[config.mk]
export PLATFORM = sky130hd
export DESIGN_NAME = sysrst_ctl_flat
export DESIGN_NICKNAME = d
export VERILOG_FILES = /design/src/rtl/sysrst_ctl_if.sv /design/src/rtl/sysrst_ctl.sv /design/src/flat_wrapper.sv
export SDC_FILE = /design/constraint.sdc
export NUM_CORES = 1
export LEC_CHECK = 0
export CORE_MARGIN = 10
export CORE_UTILIZATION = 60
export CTS_CLUSTER_DIAMETER = 200
export DETAILED_ROUTE_END_ITERATION = 8
export PLACE_DENSITY = 0.79
export SYNTH_ARGS = -nofsm -noshare
export SYNTH_HDL_FRONTEND = slang
export SYNTH_SLANG_ARGS = --single-unit
export TNS_END_PERCENT = 100
[constraint.sdc]
create_clock -name clk -period 3.8 [get_ports clk]
set_clock_uncertainty 0.15 [all_clocks]
set_input_delay 0.57 -clock clk [delete_from_list [all_inputs] [get_ports clk]]
set_output_delay 0.57 -clock clk [all_outputs]
set_load 0.01 [all_outputs]
[src/rtl/sysrst_ctl_if.sv]
// sysrst_ctl_if: signal bundle between the reset-request controller and
// its surroundings (board button, PLL, watchdog/software requesters and the
// system manager's rst_in).
//   btn_n         raw reset button, active-low, asynchronous
//   pll_lock      PLL LOCK, asynchronous to clk
//   wdt_en        watchdog enable
//   wdt_kick      one-cycle watchdog restart pulse
//   sw_rst_req    one-cycle software reset request
//   pll_rst_req   active-high reset request to the system manager rst_in
//   running       high only while the controller is in RUN
//   rst_cause     cause of the last request (0 POR,1 BTN,2 LOCK,3 WDT,4 SW)
//   lock_timeouts saturating count of lock timeouts
// slave = the controller, master = whatever drives its inputs.
interface sysrst_ctl_if;
  logic       btn_n;
  logic       pll_lock;
  logic       wdt_en;
  logic       wdt_kick;
  logic       sw_rst_req;
  logic       pll_rst_req;
  logic       running;
  logic [2:0] rst_cause;
  logic [3:0] lock_timeouts;

  modport slave (
    input  btn_n, pll_lock, wdt_en, wdt_kick, sw_rst_req,
    output pll_rst_req, running, rst_cause, lock_timeouts
  );

  modport master (
    output btn_n, pll_lock, wdt_en, wdt_kick, sw_rst_req,
    input  pll_rst_req, running, rst_cause, lock_timeouts
  );
endinterface

[src/rtl/sysrst_ctl.sv]
// sysrst_ctl: reset-request controller feeding the system manager rst_in.
// Collects button / lock-loss / watchdog / software reset sources, holds
// pll_rst_req high for PULSE_LEN cycles, then waits for PLL lock with a
// timeout that re-issues the pulse. Clocked from a free-running, non-PLL
// clock so it keeps working while the PLL is held in reset.
// Ports:
//   clk   free-running clock
//   rst_n asynchronous active-low reset
//   bus   sysrst_ctl_if.slave (see interface file for signal list)
// The pulse counter and the lock-wait counter share one LOCK_TO_BITS-wide
// register, so LOCK_TO_BITS must be wide enough to hold PULSE_LEN-1.
module sysrst_ctl #(
  parameter int unsigned PULSE_LEN     = 16,
  parameter int unsigned LOCK_TO_BITS  = 20,
  parameter int unsigned DEBOUNCE_BITS = 16,
  parameter int unsigned WDT_BITS      = 24
) (
  input  logic        clk,
  input  logic        rst_n,
  sysrst_ctl_if.slave bus
);

  typedef enum logic [1:0] {
    ST_ASSERT    = 2'd0,
    ST_WAIT_LOCK = 2'd1,
    ST_RUN       = 2'd2
  } state_e;

  typedef enum logic [2:0] {
    CAUSE_POR  = 3'd0,
    CAUSE_BTN  = 3'd1,
    CAUSE_LOCK = 3'd2,
    CAUSE_WDT  = 3'd3,
    CAUSE_SW   = 3'd4
  } cause_e;

  localparam logic [LOCK_TO_BITS-1:0] PULSE_LAST = LOCK_TO_BITS'(PULSE_LEN - 1);

  // synchronizers
  logic btn_meta_q, btn_meta_d, btn_sync_q, btn_sync_d;
  logic lock_meta_q, lock_meta_d, lock_sync_q, lock_sync_d;

  // debouncer
  logic [DEBOUNCE_BITS-1:0] deb_cnt_q, deb_cnt_d;
  logic                     btn_deb_q, btn_deb_d;
  logic                     btn_armed_q, btn_armed_d;

  // FSM and counters
  state_e                   state_q, state_d;
  logic [LOCK_TO_BITS-1:0]  cnt_q, cnt_d, cnt_inc;
  logic [WDT_BITS-1:0]      wdt_q, wdt_d;
  cause_e                   cause_q, cause_d;
  logic [3:0]               timeouts_q, timeouts_d;
  logic                     pll_rst_req_q, pll_rst_req_d;
  logic                     running_q, running_d;

  logic trig_btn, trig_lock, trig_wdt, trig_sw, trig_any, btn_take;

  always_comb begin
    btn_meta_d  = bus.btn_n;
    btn_sync_d  = btn_meta_q;
    lock_meta_d = bus.pll_lock;
    lock_sync_d = lock_meta_q;

    // Debounce: any sample equal to the current level restarts the count;
    // the level only flips after 2^DEBOUNCE_BITS consecutive differing samples.
    deb_cnt_d = deb_cnt_q;
    btn_deb_d = btn_deb_q;
    if (btn_sync_q == btn_deb_q) begin
      deb_cnt_d = '0;
    end else if (deb_cnt_q == '1) begin
      btn_deb_d = ~btn_deb_q;
      deb_cnt_d = '0;
    end else begin
      deb_cnt_d = deb_cnt_q + 1'b1;
    end

    trig_btn  = ~btn_deb_q & btn_armed_q;
    trig_lock = ~lock_sync_q;
    trig_wdt  = (wdt_q == '1) & ~bus.wdt_kick;
    trig_sw   = bus.sw_rst_req;
    trig_any  = trig_btn | trig_lock | trig_wdt | trig_sw;

    state_d    = state_q;
    cnt_d      = cnt_q;
    cnt_inc    = cnt_q + 1'b1;
    wdt_d      = '0;
    cause_d    = cause_q;
    timeouts_d = timeouts_q;
    btn_take   = 1'b0;

    case (state_q)
      ST_ASSERT: begin
        if (cnt_q == PULSE_LAST) begin
          state_d = ST_WAIT_LOCK;
          cnt_d   = '0;
        end else begin
          cnt_d = cnt_inc;
        end
      end

      ST_WAIT_LOCK: begin
        if (lock_sync_q) begin
          state_d = ST_RUN;
          cnt_d   = '0;
        end else if (cnt_inc == '1) begin
          // timeout when the count reaches all-ones, i.e. 2^LOCK_TO_BITS-1 cycles
          state_d = ST_ASSERT;
          cnt_d   = '0;
          if (timeouts_q != 4'hF) begin
            timeouts_d = timeouts_q + 4'd1;
          end
        end else begin
          cnt_d = cnt_inc;
        end
      end

      ST_RUN: begin
        if (bus.wdt_kick || !bus.wdt_en) begin
          wdt_d = '0;
        end else if (wdt_q != '1) begin
          wdt_d = wdt_q + 1'b1;
        end else begin
          wdt_d = wdt_q;
        end

        if (trig_any) begin
          state_d = ST_ASSERT;
          cnt_d   = '0;
          wdt_d   = '0;
          if (trig_btn) begin
            cause_d  = CAUSE_BTN;
            btn_take = 1'b1;
          end else if (trig_lock) begin
            cause_d = CAUSE_LOCK;
          end else if (trig_wdt) begin
            cause_d = CAUSE_WDT;
          end else begin
            cause_d = CAUSE_SW;
          end
        end
      end

      default: begin
        state_d = ST_ASSERT;
        cnt_d   = '0;
      end
    endcase

    // Re-arming needs the debounced button back at released, so a held
    // button yields exactly one request.
    btn_armed_d = btn_armed_q;
    if (btn_deb_q) begin
      btn_armed_d = 1'b1;
    end else if (btn_take) begin
      btn_armed_d = 1'b0;
    end

    pll_rst_req_d = (state_d == ST_ASSERT);
    running_d     = (state_d == ST_RUN);
  end

  always_ff @(posedge clk or negedge rst_n) begin
    if (!rst_n) begin
      btn_meta_q    <= 1'b1;
      btn_sync_q    <= 1'b1;
      lock_meta_q   <= 1'b0;
      lock_sync_q   <= 1'b0;
      deb_cnt_q     <= '0;
      btn_deb_q     <= 1'b1;
      btn_armed_q   <= 1'b1;
      state_q       <= ST_ASSERT;
      cnt_q         <= '0;
      wdt_q         <= '0;
      cause_q       <= CAUSE_POR;
      timeouts_q    <= '0;
      pll_rst_req_q <= 1'b1;
      running_q     <= 1'b0;
    end else begin
      btn_meta_q    <= btn_meta_d;
      btn_sync_q    <= btn_sync_d;
      lock_meta_q   <= lock_meta_d;
      lock_sync_q   <= lock_sync_d;
      deb_cnt_q     <= deb_cnt_d;
      btn_deb_q     <= btn_deb_d;
      btn_armed_q   <= btn_armed_d;
      state_q       <= state_d;
      cnt_q         <= cnt_d;
      wdt_q         <= wdt_d;
      cause_q       <= cause_d;
      timeouts_q    <= timeouts_d;
      pll_rst_req_q <= pll_rst_req_d;
      running_q     <= running_d;
    end
  end

  assign bus.pll_rst_req   = pll_rst_req_q;
  assign bus.running       = running_q;
  assign bus.rst_cause     = cause_q;
  assign bus.lock_timeouts = timeouts_q;

endmodule

[src/flat_wrapper.sv]
// flat-port wrapper written by rule: the top's interface ports become plain ports
module sysrst_ctl_flat 
#(
  parameter int unsigned PULSE_LEN     = 16,
  parameter int unsigned LOCK_TO_BITS  = 20,
  parameter int unsigned DEBOUNCE_BITS = 16,
  parameter int unsigned WDT_BITS      = 24
)
  (clk, rst_n, bus_btn_n, bus_pll_lock, bus_wdt_en, bus_wdt_kick, bus_sw_rst_req, bus_pll_rst_req, bus_running, bus_rst_cause, bus_lock_timeouts);
  sysrst_ctl_if bus_i ();
  input  logic clk;
  input  logic rst_n;
  input wire logic [$bits(bus_i.btn_n)-1:0] bus_btn_n;
  input wire logic [$bits(bus_i.pll_lock)-1:0] bus_pll_lock;
  input wire logic [$bits(bus_i.wdt_en)-1:0] bus_wdt_en;
  input wire logic [$bits(bus_i.wdt_kick)-1:0] bus_wdt_kick;
  input wire logic [$bits(bus_i.sw_rst_req)-1:0] bus_sw_rst_req;
  output wire logic [$bits(bus_i.pll_rst_req)-1:0] bus_pll_rst_req;
  output wire logic [$bits(bus_i.running)-1:0] bus_running;
  output wire logic [$bits(bus_i.rst_cause)-1:0] bus_rst_cause;
  output wire logic [$bits(bus_i.lock_timeouts)-1:0] bus_lock_timeouts;
  assign bus_i.btn_n = bus_btn_n;
  assign bus_i.pll_lock = bus_pll_lock;
  assign bus_i.wdt_en = bus_wdt_en;
  assign bus_i.wdt_kick = bus_wdt_kick;
  assign bus_i.sw_rst_req = bus_sw_rst_req;
  assign bus_pll_rst_req = bus_i.pll_rst_req;
  assign bus_running = bus_i.running;
  assign bus_rst_cause = bus_i.rst_cause;
  assign bus_lock_timeouts = bus_i.lock_timeouts;
  sysrst_ctl #(.PULSE_LEN(PULSE_LEN), .LOCK_TO_BITS(LOCK_TO_BITS), .DEBOUNCE_BITS(DEBOUNCE_BITS), .WDT_BITS(WDT_BITS)) u_core (.clk(clk), .rst_n(rst_n), .bus(bus_i));
endmodule
==> metrics.md, run 1 <==
| Metric | Value |
|---|---|
| Fraction of registers with async set/reset | between 90% and 100% |
| Overflow after GRT | 0 |
| Hold Vio Cnt, Final | 0 |
| Antenna-violating nets left | 0 |
| GR Util met3 | 3.54% |
| Outcome | completed |
| Top cells by area, synth | dfrtp_1 (45%), nor2_1 (5.3%), xor2_1 (4.8%), xnor2_1 (3.9%), nand4_1 (3.8%) |
| Layout cells sized above 1 | 9.11% |
| CTS buffer count | 9 |
| Initial Util | a little over 60% |
| Post-Syn Nets | 424 |
| First-pass GRT wire length | approximately 14000 um |
| GRT met2 Usage | approximately a quarter |
| Largest vdd supply drop | roughly 260 uV |
| DRT Wirelength | 8190 um |
| CTS H-tree depth | 3 |
| Fmax | ~320 MHz |
| Dpl cell area | roughly 4200 um2 |
| CTS max path bufs | 2 |
| Final GP Congestion | between 0.9 and 1 |
| Main flop type after synthesis | dfrtp_1 |
| Synth cell types | between 50 and 60 |
| Period utilization | between 80% and 90% |
| IO Pins | 16 |
| Dpl hpwl | 5310 um |
| CTS Sinks | between 70 and 80 |
| Avg Vias per Cell | between 6 and 7 |
| Max Slew Vio Count | 0 |
| CP Class | reg2reg |
| Routed len/inst | around 16 um |
| Rows | 29 |
| NumNets Final | between 400 and 500 |
| Worst-Margin Slew | ~0.94 ns |
| CTS root buf | clkbuf_8 |
| Worst slew margin | 37.4% |
| Hold-fix buffers, CTS | 0 |
| Setup TNS | 0 ns |
| Area Overhead vs Synth | 8.86% |
| Largest family of logic cells by synthesized area | simple AND/OR/NAND/NOR gates |
| Worst-path fanout max | 16 |
| Arrival @ worst endpoint | roughly 3.2 ns |
| Routed via count | between 3000 and 4000 |
| Setup violators final | 0 |
| Core area | 6420 um2 |
| Fillers | just under 500 |
| CP required | approximately 3.9 ns |
| R2R Path Start | u_core.cnt_q[1]$_DFFE_PN0P_ |
| Complex-gate fraction of the synthesized area | around 10% |
| Final Power | between 1.5 and 2 mW |
| Die area | between 10000 and 15000 um2 |
| Setup slack after layout | roughly 0.63 ns |
| Max-cap violations | 0 |
| First-iteration detailed-routing DRC count | about 170 |
| CP startpoint kind | flop |
| PD cells | between 400 and 500 nW/um2 |
| Fin cells | 505 |
| Initial DRT Pass Iterations | 5 |
| Post-synthesis adder-cell area fraction | ~1.6% |
| CTS clk-pin slew, worst paths | approximately 0.090 ns |
| Met1 GRT Util | approximately a fifth |
| Hold Crit Class | in2async |
| Sequential cell area fraction in the yosys report | approximately 48% |
| IO Port Bufs | 15 |
| Postcts setup bufs | 0 |
| Total Routing Usage GR | roughly 17% |
| Placed cells | about 500 |
| Post-synth EDFFs | 0 |
| CTS tree | yes |
| Die width | 102 um |
| Vias in the first global route | 2954 |
| Avg Inst Size Synth | 9.70 um2 |
| Post-synthesis cell count | 412 |
| RSZ-0062 raised after global routing | no |
| N_diodes | 0 |
| #FFs+latches synth | between 70 and 80 |
| Leakage power | between 1.5 and 2 nW |
| GR peak layer | met2 |
| Dpl ws | a little over 0.7 ns |
| Ys Warns | 0 |
| Top-area cell type share of the netlist area | 45.1% |
| PostCTS Resize Cnt | 0 |
| Antenna violations before repair | 0 |
| Xor/xnor cell area share of the yosys netlist | ~8.8% |
| Clock Latency Late Sink | 0.37 ns |
| Cell area after synthesis | approximately 4000 um2 |
| DRC violations left | 0 |
| Synth area leader | dfrtp_1 |
| Crit end category | flop |
| Tmin final | between 3 and 4 ns |
| Largest net degree at the start of global routing | 78 |
| CP startpoint | u_core.cnt_q[1]$_DFFE_PN0P_ |
| Mux share of post-synthesis cell area | 1.06% |
| Post-route cell area | about 4400 um2 |
| Simple-gate share of the synthesized area | between 20% and 30% |
| Die Ht | 102 um |
==> where the power goes <==
part	internal, mW	switching (mW)	total [mW]
sequential	0.882	0.0858	0.968
clock	0.253	0.347	0.600
combinational	0.146	0.240	0.386
total	1.28	0.674	1.95
==> logic make-up (layout without fill, tap and decap cells) <==
| group | count (synthesis) | in the layout |
|---|---|---|
| flip-flops | 77 | 77 |
| adder cells (fa/ha/maj) | 5 | 5 |
| AND/OR/NAND/NOR | 204 | 204 |
| buffers and inverters | 26 | 42 |
| AO/OA/AOI/OAI | 56 | 56 |
| XOR/XNOR | 40 | 40 |
| multiplexers | 4 | 4 |
==> sequential cells by signal (all words and copies together) (netlist names) <==
name                      cells
u_core.btn_armed_q            1
u_core.btn_deb_q              1
u_core.btn_meta_q             1
u_core.btn_sync_q             1
u_core.bus.lock_timeouts      4
u_core.bus.pll_rst_req        1
u_core.bus.rst_cause          3
u_core.bus.running            1
u_core.cnt_q                 20
u_core.deb_cnt_q             16
u_core.lock_meta_q            1
u_core.lock_sync_q            1
u_core.state_q                2
u_core.wdt_q                 24
==> stage by stage <==
| step | hold slack, ns | utilization, % |
|---|---|---|
| after CTS | 0.214 | 67.8 |
| after floorplan | 0.124 | - |
| after global placement | 0.184 | 64.8 |
| after global routing | 0.218 | 67.8 |
| after detailed placement | 0.199 | 64.8 |
| final | 0.183 | 67.8 |
==> critical path, cell delays in order (launching register included) <==
cell and delay [ns]:
dfrtp_1 0.45, ha_1 0.30, nand3_1 0.23, or2_2 0.37, or3_1 0.38, a22oi_2 0.28, nand4_2 0.46, o2111ai_1 0.30
o31ai_1 0.11
==> worst paths after layout <==
kind / slack, ns / depth (start not counted) / end
max: 0.63 / 8 / u_core.cnt_q[4]$_DFFE_PN0P_
min: 0.18 / 1 / u_core.cnt_q[12]$_DFFE_PN0P_
max reg2reg: 0.63 / 8 / u_core.cnt_q[4]$_DFFE_PN0P_
min reg2reg: 0.21 / 0 / u_core.btn_sync_q$_DFF_PN1_
max in group asynchronous: 2.71 / 1 / u_core.wdt_q[0]$_DFFE_PN0P_
min in group clk: 0.21 / 0 / u_core.btn_sync_q$_DFF_PN1_
==> cells in the mapped netlist (all sizes together) (4+ instances only) <==
library cell	n
buf	10
or4	4
dfrtp	72
nand3	25
xor2	22
xnor2	18
nand4	26
dfstp	5
nor3	8
or3	9
o31ai	12
nor2	56
inv	9
and4	5
clkbuf	7
and3	16
nor4	4
ha	5
a21oi	9
o21ai	11
o2111ai	10
nand2	36
==> metal layers <==
layer	wire length (um)	part of all wire (%)
met1	3690	45
met2	3910	48
met4	231	2.8
met5	0	0
met3	360	4.4
==> cells in the final DEF (no fill, tap or decap), types with 3 or more instances in the layout <==
cell type	instances
o2111ai_1	10
nand4_1	24
dfrtp_1	72
inv_1	9
or3_1	9
inv_6	3
nand3b_1	3
buf_4	3
nor3_1	8
xor2_1	22
and3_1	16
o21ai_0	5
nand3_1	24
o31ai_1	12
o21ai_1	5
clkbuf_8	9
nand2_1	36
ha_1	5
a21oi_1	8
or4_1	3
dfstp_2	5
nor4_1	4
xnor2_1	18
clkdlybuf4s50_1	14
and4_1	4
nor2_1	56
==> final cells by class <==
| cell class | instances | area, um2 | area share, % |
|---|---|---|---|
| well taps | 77 | 96.3 | 2.21 |
| clock inverters | 7 | 63.8 | 1.47 |
| multi-input cells | 309 | 1940 | 44.5 |
| clock buffers | 9 | 124 | 2.85 |
| flip-flops and latches | 77 | 1930 | 44.4 |
| repair buffers | 17 | 163 | 3.74 |
| inverters | 9 | 33.8 | 0.776 |
No activity file was read; power rests on OpenSTA's default activity.
==> inputs of run 2 (changes only) <==
Settings changed: CORE_UTILIZATION 60 to 55, PLACE_DENSITY 0.79 to 0.76.
Clock period 3.8 ns to 2.62 ns, I/O delays scaled along.
==> metrics.md, run 2 (synthesized netlist as in run 1, its figures left out) <==
| Metric | Value |
|---|---|
| Outcome | completed |
| Worst slew margin | 59.1% |
| Arrival @ worst endpoint | approximately 2.7 ns |
| Sequential cell area | 1940 um2 |
| Dpl hpwl | between 6000 and 7000 um |
| Top flop regs | u_core.wdt_q: 24 flops, u_core.cnt_q: 20 flops, u_core.deb_cnt_q: 16 flops |
| First-iteration detailed-routing DRC count | around 130 |
| Multi-input gate area | about 2000 um2 |
| Core area | 7180 um2 |
| Die area | between 10000 and 15000 um2 |
| Fillers | 536 |
| Most frequent cells in the layout | dfrtp_1 (70), nor2_1 (56), nand2_1 (36) |
| CP Class | reg2reg |
| N_diodes | 0 |
| Max Slew Vio Count | 0 |
| Max FFs per register | 24 |
| Overflow after GRT | 0 |
| Most common cell after layout, fill and taps aside | dfrtp_1 |
| Initial DRT Pass Iterations | 5 |
| CTS tree | yes |
| DRT Wirelength | 8880 um |
| CP startpoint kind | flop |
| CTS Sinks | between 70 and 80 |
| Largest vdd supply drop | between 400 and 500 uV |
| Dpl ws | -0.128 ns |
| Fin cells | 565 |
| Antenna violations before repair | 0 |
| Placed cells | around 540 |
| Layout cells sized above 1 | 19.1% |
| Leakage power | ~2.1 nW |
| Final GP Congestion | 0.881 |
| Crit end category | flop |
| Hold Crit Class | reg2reg |
| Worst-path fanout max | 19 |
| Setup violators final | 0 |
| CTS H-tree depth | 3 |
| Rows | 31 |
| Clock Latency Late Sink | 0.35 ns |
| Die width | roughly 110 um |
| Initial Util | a little under three fifths |
| Routed len/inst | 15.7 um |
| CP required | 2.69 ns |
| CTS clk-pin slew, worst paths | around 0.080 ns |
| DRC violations left | 0 |
| Hold slack | ~0.21 ns |
| CTS buffer count | 9 |
| Max-cap violations | 0 |
| Total Routing Usage GR | about 16% |
| First-pass GRT wire length | 15200 um |
| NumNets Final | 473 |
| Largest net degree at the start of global routing | 48 |
| Vias in the first global route | between 3000 and 4000 |
| Routed via count | between 3000 and 4000 |
| Worst-Margin Slew | between 0.6 and 0.7 ns |
| PD cells | approximately 650 nW/um2 |
| CTS max path bufs | 2 |
| Die Ht | 105 um |
| Area Overhead vs Synth | 21.4% |
| Setup slack after layout | approximately 0.042 ns |
| Tmin final | between 2 and 3 ns |
| CTS root buf | clkbuf_8 |
| Fmax | 388 MHz |
| Largest Register | u_core.wdt_q |
| IO Pins | 16 |
| RSZ-0062 raised after global routing | yes |
| Avg Vias per Cell | between 5 and 6 |
| IO Port Bufs | 15 |
| Period utilization | 98.4% |
| Antenna-violating nets left | 0 |
| Hold Vio Cnt, Final | 0 |
==> run 2: changes by cell type in the layout (fill, tap and decap cells not counted), moves of 2 or more <==
| cell | delta |
|---|---|
| buf_12 | +4 |
| buf_4 | +32 |
| bufinv_16 | +2 |
| dfrtp_1 | -2 |
| dfrtp_2 | +2 |
| inv_6 | -2 |
| inv_8 | -2 |
| nand3_1 | -2 |
| nand3_2 | +2 |
| or3_1 | -2 |
| or3_4 | +2 |
==> run 2: final timing paths <==
check,slack [ns],start,to,cells after the start
worst max register to register,0.04,u_core.cnt_q[0]$_DFFE_PN0P_,u_core.cnt_q[11]$_DFFE_PN0P_,10
min in group asynchronous,0.46,rst_n,u_core.cnt_q[16]$_DFFE_PN0P_,2
max in group asynchronous,1.20,rst_n,u_core.btn_sync_q$_DFF_PN1_,3
worst min register to register,0.21,u_core.btn_meta_q$_DFF_PN1_,u_core.btn_sync_q$_DFF_PN1_,0
worst min-delay path,0.21,u_core.btn_meta_q$_DFF_PN1_,u_core.btn_sync_q$_DFF_PN1_,0
worst max-delay path,0.04,u_core.cnt_q[0]$_DFFE_PN0P_,u_core.cnt_q[11]$_DFFE_PN0P_,10
==> run 2: cell type report <==
cell class	count	area share (%)
well taps	99	2.55
flip-flops and latches	77	39.9
clock buffers	11	2.91
repair buffers	55	10.4
inverters	9	0.696
multi-input cells	309	41.9
clock inverters	5	1.73
==> run 2: critical path: stages (launching register included) <==
cell,delay [ns]
dfrtp_1,0.43
and4_4,0.28
nand4_4,0.13
or4_4,0.51
a22oi_2,0.18
buf_6,0.15
buf_4,0.11
nand4b_1,0.12
o21ai_2,0.12
buf_12,0.18
o31ai_1,0.08
==> run 2: report_power, final <==
part / total, mW / switching [mW] / internal [mW]
combinational: 0.794 / 0.442 / 0.352
clock: 1.00 / 0.435 / 0.566
sequential: 1.38 / 0.0978 / 1.28
total: 3.18 / 0.975 / 2.20
==> run 2: routing by layer <==
layer	vias to the layer above	wire, um	global-route usage (%)
li1	1593	-	-
met1	1595	3790	19.6
met2	89	4580	27.6
met3	17	363	4.45
met4	0	144	5.20
met5	-	0	0
==> run 2: stage by stage <==
stage                     TNS [ns]  total power, mW  instance area [um2]  utilization (%)
after CTS                        0             3.18                 4760             66.4
after floorplan                  0             1.84                 4010                -
after detailed placement     -1.47             2.16                 4480             62.4
after global routing        -0.253             3.32                 4850             67.7
final                            0             3.18                 4850             67.7
after global placement      -0.743             2.13                 4480             62.4
==> run 2: timing repair <==
item	4_1_cts	5_1_grt
gates cloned	0	0
setup buffers	2	4
hold buffers	1	0
setup endpoints to repair	17	24
pin swaps	1	4
hold endpoints to repair	44	0
gates resized for setup	7	12
